**config.mk**
```make
export PLATFORM = sky130hd
export DESIGN_NAME = mdu_seq
export DESIGN_NICKNAME = d
export VERILOG_FILES = /design/src/rtl/mdu_seq_pkg.sv /design/src/rtl/mdu_seq_divstep.sv /design/src/rtl/mdu_seq.sv
export SDC_FILE = /design/constraint.sdc
export NUM_CORES = 1
export LEC_CHECK = 0
export BUFFER_PORTS_ARGS = -buffer_cell sky130_fd_sc_hd__clkbuf_2
export CAP_MARGIN = 30
export CORE_ASPECT_RATIO = 0.75
export CORE_UTILIZATION = 30
export CTS_CLUSTER_SIZE = 12
export DETAILED_ROUTE_END_ITERATION = 6
export GPL_TIMING_DRIVEN = 0
export PLACE_DENSITY_LB_ADDON = 0.08
export RECOVER_POWER = 100
export SYNTH_ARGS = -nofsm -noshare
export SYNTH_HDL_FRONTEND = slang
export SYNTH_SLANG_ARGS = --single-unit
export TNS_END_PERCENT = 1
```
**constraint.sdc**
```tcl
create_clock -name clk -period 3.45 [get_ports clk]
set_input_delay 0.69 -clock clk [delete_from_list [all_inputs] [get_ports clk]]
set_output_delay 0.69 -clock clk [all_outputs]
set_load 0.05 [all_outputs]
```
**src/rtl/mdu_seq_pkg.sv**
```systemverilog
// Shared definitions for the RV32M multiply/divide sequencer:
// op encodings (funct3), FSM states and the divide corner-case constants.
package mdu_seq_pkg;

    localparam int XLEN = 32;
    localparam int ITER = 32;

    typedef enum logic [2:0] {
        MDU_MUL    = 3'd0,
        MDU_MULH   = 3'd1,
        MDU_MULHSU = 3'd2,
        MDU_MULHU  = 3'd3,
        MDU_DIV    = 3'd4,
        MDU_DIVU   = 3'd5,
        MDU_REM    = 3'd6,
        MDU_REMU   = 3'd7
    } mdu_code_e;

    typedef enum logic [1:0] {
        IDLE  = 2'd0,
        CALC  = 2'd1,
        FIXUP = 2'd2,
        DONE  = 2'd3
    } mdu_state_e;

    // Quotient returned for a divide by zero
    localparam logic [XLEN-1:0] DIV0_QUOT = {XLEN{1'b1}};
    // Most negative value; INT_MIN / -1 overflows back to itself
    localparam logic [XLEN-1:0] INT_MIN   = {1'b1, {(XLEN-1){1'b0}}};

endpackage

```
**src/rtl/mdu_seq_divstep.sv**
```systemverilog
// One restoring-division step: shift the next dividend bit into the partial
// remainder and subtract the divisor when it fits.
module mdu_divstep #(
    parameter int XLEN = mdu_seq_pkg::XLEN
) (
    input  logic [XLEN-1:0] rem_in,
    input  logic [XLEN-1:0] divisor,
    input  logic            dvd_bit,
    output logic [XLEN-1:0] rem_out,
    output logic            quot_bit
);

    logic [XLEN:0] shifted;

    // Trial subtract; the kept remainder is always below the divisor, so the
    // low XLEN bits of the modulo difference are exact.
    always_comb begin
        shifted  = {rem_in, dvd_bit};
        quot_bit = (shifted >= {1'b0, divisor});
        rem_out  = quot_bit ? (shifted[XLEN-1:0] - divisor) : shifted[XLEN-1:0];
    end

endmodule

```
**src/rtl/mdu_seq.sv**
```systemverilog
// Iterative RV32M multiply/divide sequencer for the EX stage.
// Multiplies use shift-add on a 2*XLEN product register, divides use a
// restoring shift-subtract; both run on sign magnitudes and are fixed up at
// the end. Build option: define MDU_FASTMUL_EN to compute multiplies with a
// single-cycle combinational product (IDLE -> FIXUP), divides unchanged.
module mdu_seq #(
    parameter int XLEN = mdu_seq_pkg::XLEN,
    parameter int ITER = mdu_seq_pkg::ITER
) (
    input  logic            clk,
    input  logic            reset,
    input  logic            start_ex,
    input  logic [2:0]      MDUCode_ex,
    input  logic [XLEN-1:0] A_ex,
    input  logic [XLEN-1:0] B_ex,
    input  logic            flush_ex,
    output logic [XLEN-1:0] MDUResult_ex,
    output logic            done_ex,
    output logic            busy_ex,
    output logic            stall_req
);

    import mdu_seq_pkg::*;

    localparam int CNT_W = $clog2(ITER);
    localparam logic [CNT_W-1:0] CNT_LAST = CNT_W'(ITER - 1);

    function automatic logic [XLEN-1:0] cond_neg(input logic [XLEN-1:0] v, input logic n);
        return n ? (~v + 1'b1) : v;
    endfunction

    function automatic logic [2*XLEN-1:0] cond_neg2(input logic [2*XLEN-1:0] v, input logic n);
        return n ? (~v + 1'b1) : v;
    endfunction

    mdu_state_e        state_q;
    mdu_code_e         code_q;
    logic              neg_a_q;
    logic              neg_b_q;
    logic [XLEN-1:0]   op_q;        // multiplicand or divisor magnitude
    logic [2*XLEN-1:0] acc_q;       // product, or {remainder, dividend/quotient}
    logic [CNT_W-1:0]  cnt_q;
    logic              accept_blk_q;

    mdu_code_e         code_in;
    logic              is_div_in;
    logic              neg_a_in;
    logic              neg_b_in;
    logic [XLEN-1:0]   a_mag;
    logic [XLEN-1:0]   b_mag;
    logic              div_zero;
    logic              div_ovf;
    logic [XLEN-1:0]   short_res;
    logic              accept;

    logic [XLEN:0]     mul_sum;
    logic [2*XLEN-1:0] mul_next;
    logic [2*XLEN-1:0] div_next;
    logic [XLEN-1:0]   step_rem;
    logic              step_qbit;

    logic [2*XLEN-1:0] prod_fix;
    logic [XLEN-1:0]   quot_fix;
    logic [XLEN-1:0]   rem_fix;
    logic [XLEN-1:0]   fix_result;

    // Decode the incoming op: signedness, magnitudes and divide short cuts
    always_comb begin
        code_in   = mdu_code_e'(MDUCode_ex);
        is_div_in = MDUCode_ex[2];
        neg_a_in  = A_ex[XLEN-1] && (code_in == MDU_MULH || code_in == MDU_MULHSU ||
                                     code_in == MDU_DIV  || code_in == MDU_REM);
        neg_b_in  = B_ex[XLEN-1] && (code_in == MDU_MULH || code_in == MDU_DIV ||
                                     code_in == MDU_REM);
        a_mag     = cond_neg(A_ex, neg_a_in);
        b_mag     = cond_neg(B_ex, neg_b_in);
        div_zero  = is_div_in && (B_ex == '0);
        div_ovf   = (code_in == MDU_DIV || code_in == MDU_REM) &&
                    (A_ex == INT_MIN) && (B_ex == {XLEN{1'b1}});
        // bit 1 of a divide code selects the remainder
        if (div_zero)
            short_res = MDUCode_ex[1] ? A_ex : DIV0_QUOT;
        else
            short_res = MDUCode_ex[1] ? '0 : INT_MIN;
        accept    = (state_q == IDLE) && start_ex && !flush_ex && !accept_blk_q;
    end

    mdu_divstep #(.XLEN(XLEN)) u_divstep (
        .rem_in   (acc_q[2*XLEN-1:XLEN]),
        .divisor  (op_q),
        .dvd_bit  (acc_q[XLEN-1]),
        .rem_out  (step_rem),
        .quot_bit (step_qbit)
    );

    // Next accumulator value for one multiply or divide iteration
    always_comb begin
        mul_sum  = {1'b0, acc_q[2*XLEN-1:XLEN]} + (acc_q[0] ? {1'b0, op_q} : '0);
        mul_next = {mul_sum, acc_q[XLEN-1:1]};
        div_next = {step_rem, acc_q[XLEN-2:0], step_qbit};
    end

    // Sign fixup and result selection applied in FIXUP
    always_comb begin
        prod_fix = cond_neg2(acc_q, neg_a_q ^ neg_b_q);
        quot_fix = cond_neg(acc_q[XLEN-1:0], neg_a_q ^ neg_b_q);
        rem_fix  = cond_neg(acc_q[2*XLEN-1:XLEN], neg_a_q);
        case (code_q)
            MDU_MUL:                        fix_result = prod_fix[XLEN-1:0];
            MDU_MULH, MDU_MULHSU, MDU_MULHU: fix_result = prod_fix[2*XLEN-1:XLEN];
            MDU_DIV, MDU_DIVU:              fix_result = quot_fix;
            default:                        fix_result = rem_fix;
        endcase
    end

    // Stall from the accepting cycle until the result is ready
    always_comb begin
        stall_req = accept || (state_q == CALC) || (state_q == FIXUP);
    end

    // Sequencer FSM with registered outputs
    always_ff @(posedge clk) begin
        if (reset) begin
            state_q      <= IDLE;
            code_q       <= MDU_MUL;
            neg_a_q      <= 1'b0;
            neg_b_q      <= 1'b0;
            op_q         <= '0;
            acc_q        <= '0;
            cnt_q        <= '0;
            accept_blk_q <= 1'b0;
            MDUResult_ex <= '0;
            done_ex      <= 1'b0;
            busy_ex      <= 1'b0;
        end else begin
            done_ex <= 1'b0;
            if (flush_ex) begin
                state_q      <= IDLE;
                busy_ex      <= 1'b0;
                accept_blk_q <= 1'b0;
            end else begin
                case (state_q)
                    IDLE: begin
                        accept_blk_q <= 1'b0;
                        if (accept) begin
                            code_q  <= code_in;
                            neg_a_q <= neg_a_in;
                            neg_b_q <= neg_b_in;
                            op_q    <= is_div_in ? b_mag : a_mag;
                            acc_q   <= {{XLEN{1'b0}}, (is_div_in ? a_mag : b_mag)};
                            cnt_q   <= '0;
                            busy_ex <= 1'b1;
                            if (div_zero || div_ovf) begin
                                MDUResult_ex <= short_res;
                                done_ex      <= 1'b1;
                                state_q      <= DONE;
`ifdef MDU_FASTMUL_EN
                            end else if (!is_div_in) begin
                                acc_q   <= {{XLEN{1'b0}}, a_mag} * {{XLEN{1'b0}}, b_mag};
                                state_q <= FIXUP;
`endif
                            end else begin
                                state_q <= CALC;
                            end
                        end
                    end
                    CALC: begin
                        acc_q <= code_q[2] ? div_next : mul_next;
                        cnt_q <= cnt_q + 1'b1;
                        if (cnt_q == CNT_LAST)
                            state_q <= FIXUP;
                    end
                    FIXUP: begin
                        MDUResult_ex <= fix_result;
                        done_ex      <= 1'b1;
                        state_q      <= DONE;
                    end
                    default: begin
                        state_q      <= IDLE;
                        busy_ex      <= 1'b0;
                        accept_blk_q <= 1'b1;
                    end
                endcase
            end
        end
    end

endmodule

```
Word-level counts from Yosys, hierarchy flattened
Index checks and enable logic that the tools add are counted.
- register bits after elaboration: 143
- input bits: 71
- output and inout port bits: 35
- add/subtract/negate cells: 8
- magnitude comparators: 1
- equal/unequal tests: 17
- muxes and demuxes: 31
- bitwise operators: 8
- reduce and logical (&&, ||, !) cells: 33
- operator list (kind ; number):
    $mux 32 ; 13
    $mux 64 ; 3
    $add 32x1->32 const B ; 4
    $not 32->32 ; 4
    $pmux 64 s2 ; 1
    $pmux 32 s3 ; 1
    $add 64x1->64 const B ; 1
    $eq 32x32->1 const B ; 2
    $not 64->64 ; 1
    $pmux 32 s2 ; 1
    $add 32x32->33 ; 1
    $ge 33x32->1 ; 1
    $logic_not 32->1 ; 1
    $sub 32x32->32 ; 1
    $eq 3x3->1 const B ; 4
    $pmux 5 s2 ; 1
    $eq 3x2->1 const B ; 3
    $logic_or 1x1->1 ; 9
    $logic_and 1x1->1 ; 8
    $eq 3x1->1 const B ; 2
    $mux 2 ; 3
    $pmux 1 s2 ; 3
    $pmux 2 s3 ; 1
    $reduce_and 3->1 ; 2
    other kinds (18) ; 27

Depth between registers and ports, before layout
Gate-level depths: netlist (run 1).
- depth after elaboration: 9
- gate-level depth with buffers: 14

By module
A second synthesis (run 1) with hierarchy kept.
- cell total of the unflattened synthesis: 2211
- area, all modules: 15902.8 sq um
- by module, submodules not included (module ; times used ; cells an instance ; area an instance (sq um) ; sequential area each (sq um)):
    mdu_seq ; 1 ; 1888 ; 13571.8 ; 2862.7
    mdu_divstep ; 1 ; 323 ; 2331.0 ; 0.0

Worst setup path before layout (run 1)
OpenSTA, ideal clock, no wires.
- kind: input -> register
- start point: input port B_ex[6]
- end point: register MDUResult_ex[1]
- data arrival time: 3.159 ns
- setup slack: 0.164 ns
- cell stages on the path: 10
- buffers on the path: 1
- path through: or4_1 -> nor4_2 -> nand4_1 -> o31ai_1 -> nand2_1 -> a21oi_1 -> clkbuf_1 -> o21ai_0 -> o22ai_1 -> nor2_1
- longest elaborated chain between the ends: 6
- elaborated cells between the ends (all ways): 11
- those cells by class: eq/ne (2); mux (4); reduce/logical (5)
- ends and longest elaborated chain (element ; RTL line ; text):
    from (decl) ; mdu_seq.sv:15 ; input logic [XLEN-1:0] B_ex,
    $logic_not 32->1 ; mdu_seq.sv:77 ; div_zero = is_div_in && (B_ex == '0);
    $logic_and 1x1->1 ; mdu_seq.sv:77 ;
    $mux 32 ; mdu_seq.sv:81 ; if (div_zero)
    $mux 32 ; mdu_seq.sv:153 ; if (div_zero || div_ovf) begin
    $mux 32 ; mdu_seq.sv:145 ; if (accept) begin
    $pmux 32 s2 ; mdu_seq.sv:142 ; case (state_q)
    to (signal assigned) ; mdu_seq.sv:154 ; MDUResult_ex <= short_res;
    to (signal assigned) ; mdu_seq.sv:174 ; MDUResult_ex <= fix_result;
    to (decl) ; mdu_seq.sv:17 ; output logic [XLEN-1:0] MDUResult_ex,
Several ways; a longest one is shown, not always the timed one. The select of a mux whose other input is x is not followed.
A chain may end at the register's enable or synchronous reset.

Final worst setup path (run 1)
- start point: register acc_q[2]
- end point: register MDUResult_ex[13]
- longest elaborated chain between the ends: 5
- elaborated cells between the ends (all ways): 8
- those cells by class: add/sub (2); mux (4); bitwise (2)
- ends and longest elaborated chain (element ; RTL line ; text):
    from (decl) ; mdu_seq.sv:41 ; logic [2*XLEN-1:0] acc_q;
    from (signal assigned) ; mdu_seq.sv:150 ; acc_q <= {{XLEN{1'b0}}, (is_div_in ? a_mag : b_mag)};
    from (signal assigned) ; mdu_seq.sv:168 ; acc_q <= code_q[2] ? div_next : mul_next;
    $not 64->64 or $not 32->32 (tied branches) ; mdu_seq.sv:33, mdu_seq.sv:29 ;
    $add 64x1->64 or $add 32x1->32 (tied branches) ; mdu_seq.sv:33, mdu_seq.sv:29 ;
    $mux 64 or $mux 32 (tied branches) ; mdu_seq.sv:33, mdu_seq.sv:29 ;
    $pmux 32 s3 (*) ; mdu_seq.sv:108 ; case (code_q)
    $pmux 32 s2 (*) ; mdu_seq.sv:142 ;
Mark *: on every way between the ends. The rest lies on a longest branch, timed or not.

==> flow_summary.ini, run 1 <==
[final_layout]
n_fill_cell = 5406
nNetsFinal = 2462
drive_gt1_frac = 0.1160
diodes = 0
final_util = 0.3613
multi_input_area_um2 = 11970
instances_no_fill = 2975
syn_to_final_growth_pct = 17.74
final-seq-area_um2 = 2873

[clocking]
cts_tree = done
cts_buffer_depth = 2
cts-root-buf = clkbuf_16
h-tree-depth = 4
cts_sinks = 143
holdBufCountCts = 0
cts_buffers = 17
worstSkewPairLatency_ns = 0.48
clk_pin_slew_ns = 0.07

[grt]
grt_pass1_vias = 16330
grt_max_degree = 17
track_usage = 0.3167
grt-ovfl-total = 0
grt_pass1_wl_um = 117200
grt_antenna_before_repair = 2

[yosys]
synth-edff-count = 0
synth_top_area_share = 0.1895
ys_seq_area_frac = 0.1895
yosysWarningCount = 0
synth_area_leaders = dfxtp_1, nor2_1, ha_1
synthesis.area_um2 = 15100
yosys.area.top_type = dfxtp_1
ys_async_sr_fraction = 0
avgSynthCellArea_um2 = 6.941
ys_types = 84
synth-seq-cells = 143
synth_cells = 2176
synthesis.nets = 2324
synth_top_flop_cell = dfxtp_1

[timing]
final_hold_viol_count = 0
slew_headroom = 0.3273
period_needed_ns = 3.513
tightest_slew_ns = 1.009
slew_viol_final = 0
finalCritPeriodShare = 1.018
finalHoldWorstSlack_ns = 0.4541
rsz0062_at_grt = yes
setup_ws_ns = -0.06325
clock.fmax_ghz = 0.2846
setup_violations = 4
finClkSkew_ns = 0.02360

[route]
drt_iter0_markers = 2466
via_per_inst = 6.048
drc = 4
ant_nets = 0
via_count = 17990
first_pass_iters = 7
wl_per_cell_um = 27.75
totalWireLength_um = 82560

[pwr]
p_per_area_nw_per_um2 = 322.1
irDropWorstVdd_mv = 0.3546
finalPower_uw = 5727
power_leakage_uw = 0.006680

[critical_path]
cp.required_ns = 3.75
critPathArrivalTime_ns = 3.82
path_delay_family = simple AND/OR/NAND/NOR gates
crit_fanout = 9
startpoint = acc_q[2]
crit_buf_inv = 1
worstPathCellList = clkbuf_1 -> or4_1 -> nor4_1 -> a21oi_1 -> xnor2_1 -> o22ai_1 -> o21ai_0 -> a311oi_1
cp-end-kind = register
reg2reg_from = acc_q[2]
cpMaxStageDelayCell = nor4_1
worst-setup-path-type = reg2reg
crit_path_max_incr_delay_ns = 0.77
crit_path_start_kind = register

[die]
io_pins = 106
fp.dieArea_um2 = 51260
initial_utilization = 0.3069
std_cell_rows = 70
fp.dieH_um = 196.3
fp.dieW_um = 261.1
coreArea_um2 = 49220

[outcome]
violations = design-rule violations, negative setup slack
status = complete, but fails checks

[placed_design]
gp_congestion = 1.014
hpwl_um = 67060
dpl.cell_count = 2933
port_buffers = 105

[hold_path]
hp-class = reg2reg
hp-start = op_q[11]

[flow_run]
drv_cap = 0
-- cell usage after synthesis (14+ instances only) --
| cell | count |
|---|---|
| nor2_1 | 271 |
| nand2_1 | 219 |
| a21oi_1 | 183 |
| dfxtp_1 | 143 |
| clkbuf_1 | 142 |
| o21ai_0 | 136 |
| xnor2_1 | 106 |
| nor3_1 | 78 |
| xor2_1 | 76 |
| ha_1 | 75 |
| inv_1 | 73 |
| a211oi_1 | 61 |
| o211ai_1 | 46 |
| nand3_1 | 42 |
| a21o_1 | 34 |
| a31oi_1 | 30 |
| mux2i_1 | 28 |
| nand4_1 | 28 |
| nand2b_1 | 27 |
| o31ai_1 | 25 |
| or3_1 | 24 |
| o22ai_1 | 23 |
| mux2_2 | 20 |
| nor4_1 | 19 |
| a311oi_1 | 16 |
| or4_1 | 16 |
| and2_1 | 14 |
-- area by class of cell --
| type | instances | area share |
|---|---|---|
| Inverter | 75 | 0.01618 |
| Multi-Input combinational cell | 1803 | 0.6732 |
| Buffer | 146 | 0.03391 |
| Sequential cell | 143 | 0.1615 |
| Timing Repair Buffer | 128 | 0.03708 |
| Tap cell | 648 | 0.04559 |
| Clock inverter | 14 | 0.007810 |
| Clock buffer | 18 | 0.02470 |
-- per-layer routing --
layer	track usage	routed length, um	part of all wire
met2	0.4303	31790	0.39
met5	0	0	0
met4	0.08527	2494	0.030
met1	0.4922	40520	0.49
met3	0.06085	7748	0.094
-- layout by cell type, fill, tap and decap left out, types with 26 or more instances in the layout --
cell / instances
nand4_1: 28
a31oi_1: 26
o211ai_1: 46
inv_1: 69
nand2_1: 215
a21oi_1: 178
ha_1: 65
clkbuf_1: 156
mux2i_1: 28
xor2_1: 74
dfxtp_1: 135
nand3_1: 39
nand2b_1: 27
nor2_1: 269
a211oi_1: 56
clkbuf_2: 83
xnor2_1: 105
nor3_1: 74
o21ai_0: 130
a21o_1: 34
-- state kept, by name, summed over array words and instances, names as in the netlist, 2 cells and up --
register	count
acc_q	64
cnt_q	5
state_q	2
MDUResult_ex	32
code_q	3
op_q	32
-- worst register-to-register path, delay by kind of cell, from the launching register on --
| family | cells | cell delay [ns] |
|---|---|---|
| xor+xnor | 1 | 0.47 |
| buf+inv | 1 | 0.21 |
| compound gates | 4 | 0.97 |
| flops | 1 | 0.30 |
| simple gates | 2 | 1.41 |
-- where the power goes --
part,switching (uW),internal (uW),total [uW]
registers,88.9,1710,1800
logic,1360,635,1990
clock network,955,977,1930
total,2400,3330,5730
-- metrics by stage --
step	setup WS (ns)	instance area [um^2]	setup TNS, ns
after detailed placement	-1.619	16490	-71.37
after global placement	-1.707	16440	-86.28
after CTS	-0.06672	17490	-0.1770
after global routing	-0.07204	17780	-1.117
final	-0.06325	17780	-0.1406
after floorplan	0.1637	15100	0
-- repair_timing --
item	CTS	global route
endpoints found under the setup margin	80	67
buffers inserted	6	13
gates resized for setup	89	88
pin swaps	7	16
-- cells by family after synthesis --
logic type	synth area share
buffers and inverters	0.05848
adder cells (fa/ha/maj)	0.06478
AND/OR/NAND/NOR	0.2487
flip-flops	0.1895
XOR/XNOR	0.1055
AO/OA/AOI/OAI	0.2995
multiplexers	0.03347
-- final timing paths --
check	cells past startpoint	slack (ns)	endpoint
min	2	0.45	op_q[11]
min reg2reg	2	0.45	op_q[11]
max reg2reg	8	-0.06	MDUResult_ex[13]
max	8	-0.06	MDUResult_ex[13]
Power figures use the tool's default switching activity.
==> run 2: changes to the inputs <==
--- a/config.mk
+++ b/config.mk
@@ -8,10 +8,10 @@
 export BUFFER_PORTS_ARGS = -buffer_cell sky130_fd_sc_hd__clkbuf_2
 export CAP_MARGIN = 30
 export CORE_ASPECT_RATIO = 0.75
-export CORE_UTILIZATION = 30
+export CORE_MARGIN = 4
+export CORE_UTILIZATION = 56
 export CTS_CLUSTER_SIZE = 12
 export DETAILED_ROUTE_END_ITERATION = 6
-export GPL_TIMING_DRIVEN = 0
 export PLACE_DENSITY_LB_ADDON = 0.08
 export RECOVER_POWER = 100
 export SYNTH_ARGS = -nofsm -noshare
==> flow_summary.ini, run 2 (same netlist as run 1, synthesis figures left out) <==
[timing]
setup_ws_ns = 0.04345
finalCritPeriodShare = 0.9874
period_needed_ns = 3.407
slew_viol_final = 0
slew_headroom = 0.4379
setup_violations = 0
clock.fmax_ghz = 0.2936
finClkSkew_ns = 0.01269
tightest_slew_ns = 0.8431
setup-tns-final_ns = 0
final_hold_viol_count = 0

[route]
drc = 1
ant_nets = 0
via_count = 18450
drt_iter0_markers = 2968
wl_per_cell_um = 24.38
via_per_inst = 6.840
totalWireLength_um = 65790
first_pass_iters = 7

[die]
initial_utilization = 0.5759
fp.dieW_um = 197.6
fp.dieH_um = 150.2
io_pins = 106
fp.dieArea_um2 = 29690
std_cell_rows = 51
coreArea_um2 = 26230

[clocking]
cts_buffers = 17
cts_tree = done
worstSkewPairLatency_ns = 0.45
cts_buffer_depth = 2
h-tree-depth = 4
holdBufCountCts = 0
cts_sinks = 143
cts-root-buf = clkbuf_16
clk_pin_slew_ns = 0.07

[placed_design]
placed_area_um2 = 17000
gp_congestion = 1.033
dpl.cell_count = 2664
port_buffers = 105
pre_cts_slack_ns = -0.02443
hpwl_um = 51780

[final_layout]
final_design_area_no_fill_um2 = 17570
largest_register_ffs = 64
diodes = 0
final_common_cell = nor2_1
regMostFlops = acc_q
nNetsFinal = 2489
syn_to_final_growth_pct = 16.33
reg_top3 = acc_q x64, MDUResult_ex x32, op_q x32
n_fill_cell = 2393
drive_gt1_frac = 0.1508
layout_common_cells = nor2_1, nand2_1, buf_4, a21oi_1, dfxtp_1
instances_no_fill = 2698

[critical_path]
critPathArrivalTime_ns = 3.75
crit_fanout = 13
cp.required_ns = 3.79
cp-end-kind = register
crit_path_start_kind = register
worst-setup-path-type = reg2reg

[flow_run]
drv_cap = 0

[pwr]
irDropWorstVdd_mv = 0.3981
power_leakage_uw = 0.007188
p_per_area_nw_per_um2 = 316.0
finalPower_uw = 5553

[grt]
grt_antenna_before_repair = 2
grt_pass1_wl_um = 98300
grt_max_degree = 76
grt_pass1_vias = 16180
grt_util_met3 = 0.1371
grt_use_met2 = 0.5696
use_met1 = 0.6404
grt-ovfl-total = 0
grt.busiest_layer = met1
track_usage = 0.4272

[outcome]
status = complete, but fails checks
violations = design-rule violations

[hold_path]
hp-class = reg2reg
==> run 2: cell count changes in the layout (fill, tap and decap cells not counted), moves of 6 or more <==
cell and delta:
buf_4 +168, clkbuf_2 -17, ha_1 +8, buf_1 -9, clkbuf_1 -110, dfxtp_1 +6
nor4_1 +7, dfxtp_2 -6
==> run 2: through the flow <==
stage            util  hold slack (ns)
2_1_floorplan       -           0.4319
3_3_place_gp   0.6476           0.4417
3_5_place_dp   0.6480           0.4448
4_1_cts        0.6698           0.4539
5_1_grt        0.6700           0.4706
6_report       0.6700           0.4560
==> run 2: worst paths after layout <==
check	start	end	slack, ns	depth (start not counted)
max	op_q[27]	acc_q[60]	0.04	11
min	op_q[11]	op_q[11]	0.46	2
max reg2reg	op_q[27]	acc_q[60]	0.04	11
min reg2reg	op_q[11]	op_q[11]	0.46	2
==> run 2: cell type report <==
cell class | instances | area, um^2 | share of cell area
clock buffers | 18 | 439.2 | 0.02499
repair buffers | 301 | 1954 | 0.1112
inverters | 75 | 281.5 | 0.01602
clock inverters | 14 | 125.1 | 0.007121
well taps | 344 | 430.4 | 0.02450
multi-input cells | 1803 | 11470 | 0.6531
flip-flops and latches | 143 | 2865 | 0.1631
==> run 2: power by group <==
group / total (uW) / leakage, uW / switching [uW] / internal [uW]
registers: 1780 / 0.00116 / 67.9 / 1710
logic: 1910 / 0.00576 / 1220 / 693
clock network: 1860 / 0.000269 / 895 / 963
==> run 2: repair_timing <==
action	in CTS	in global routing
setup buffers	0	2
resized for setup	2	24
endpoints found under the setup margin	2	32
pin swaps	0	2
==> run 2: per-layer routing <==
metal | vias up | wire length, um
met5 | - | 26
met4 | 4 | 2486
met2 | 1444 | 24960
li1 | 8269 | -
met1 | 8540 | 28010
met3 | 197 | 10310
==> run 2: worst max-delay path, cell delays in order (launching register included) <==
cell and delay [ns]:
dfxtp_1 0.48, inv_1 0.11, ha_1 0.32, nand4_1 0.09, or2_2 0.32, or4_1 0.53, o31ai_2 0.29, nand2_1 0.16
and3_1 0.25, buf_4 0.22, a32o_1 0.27, a211o_1 0.26
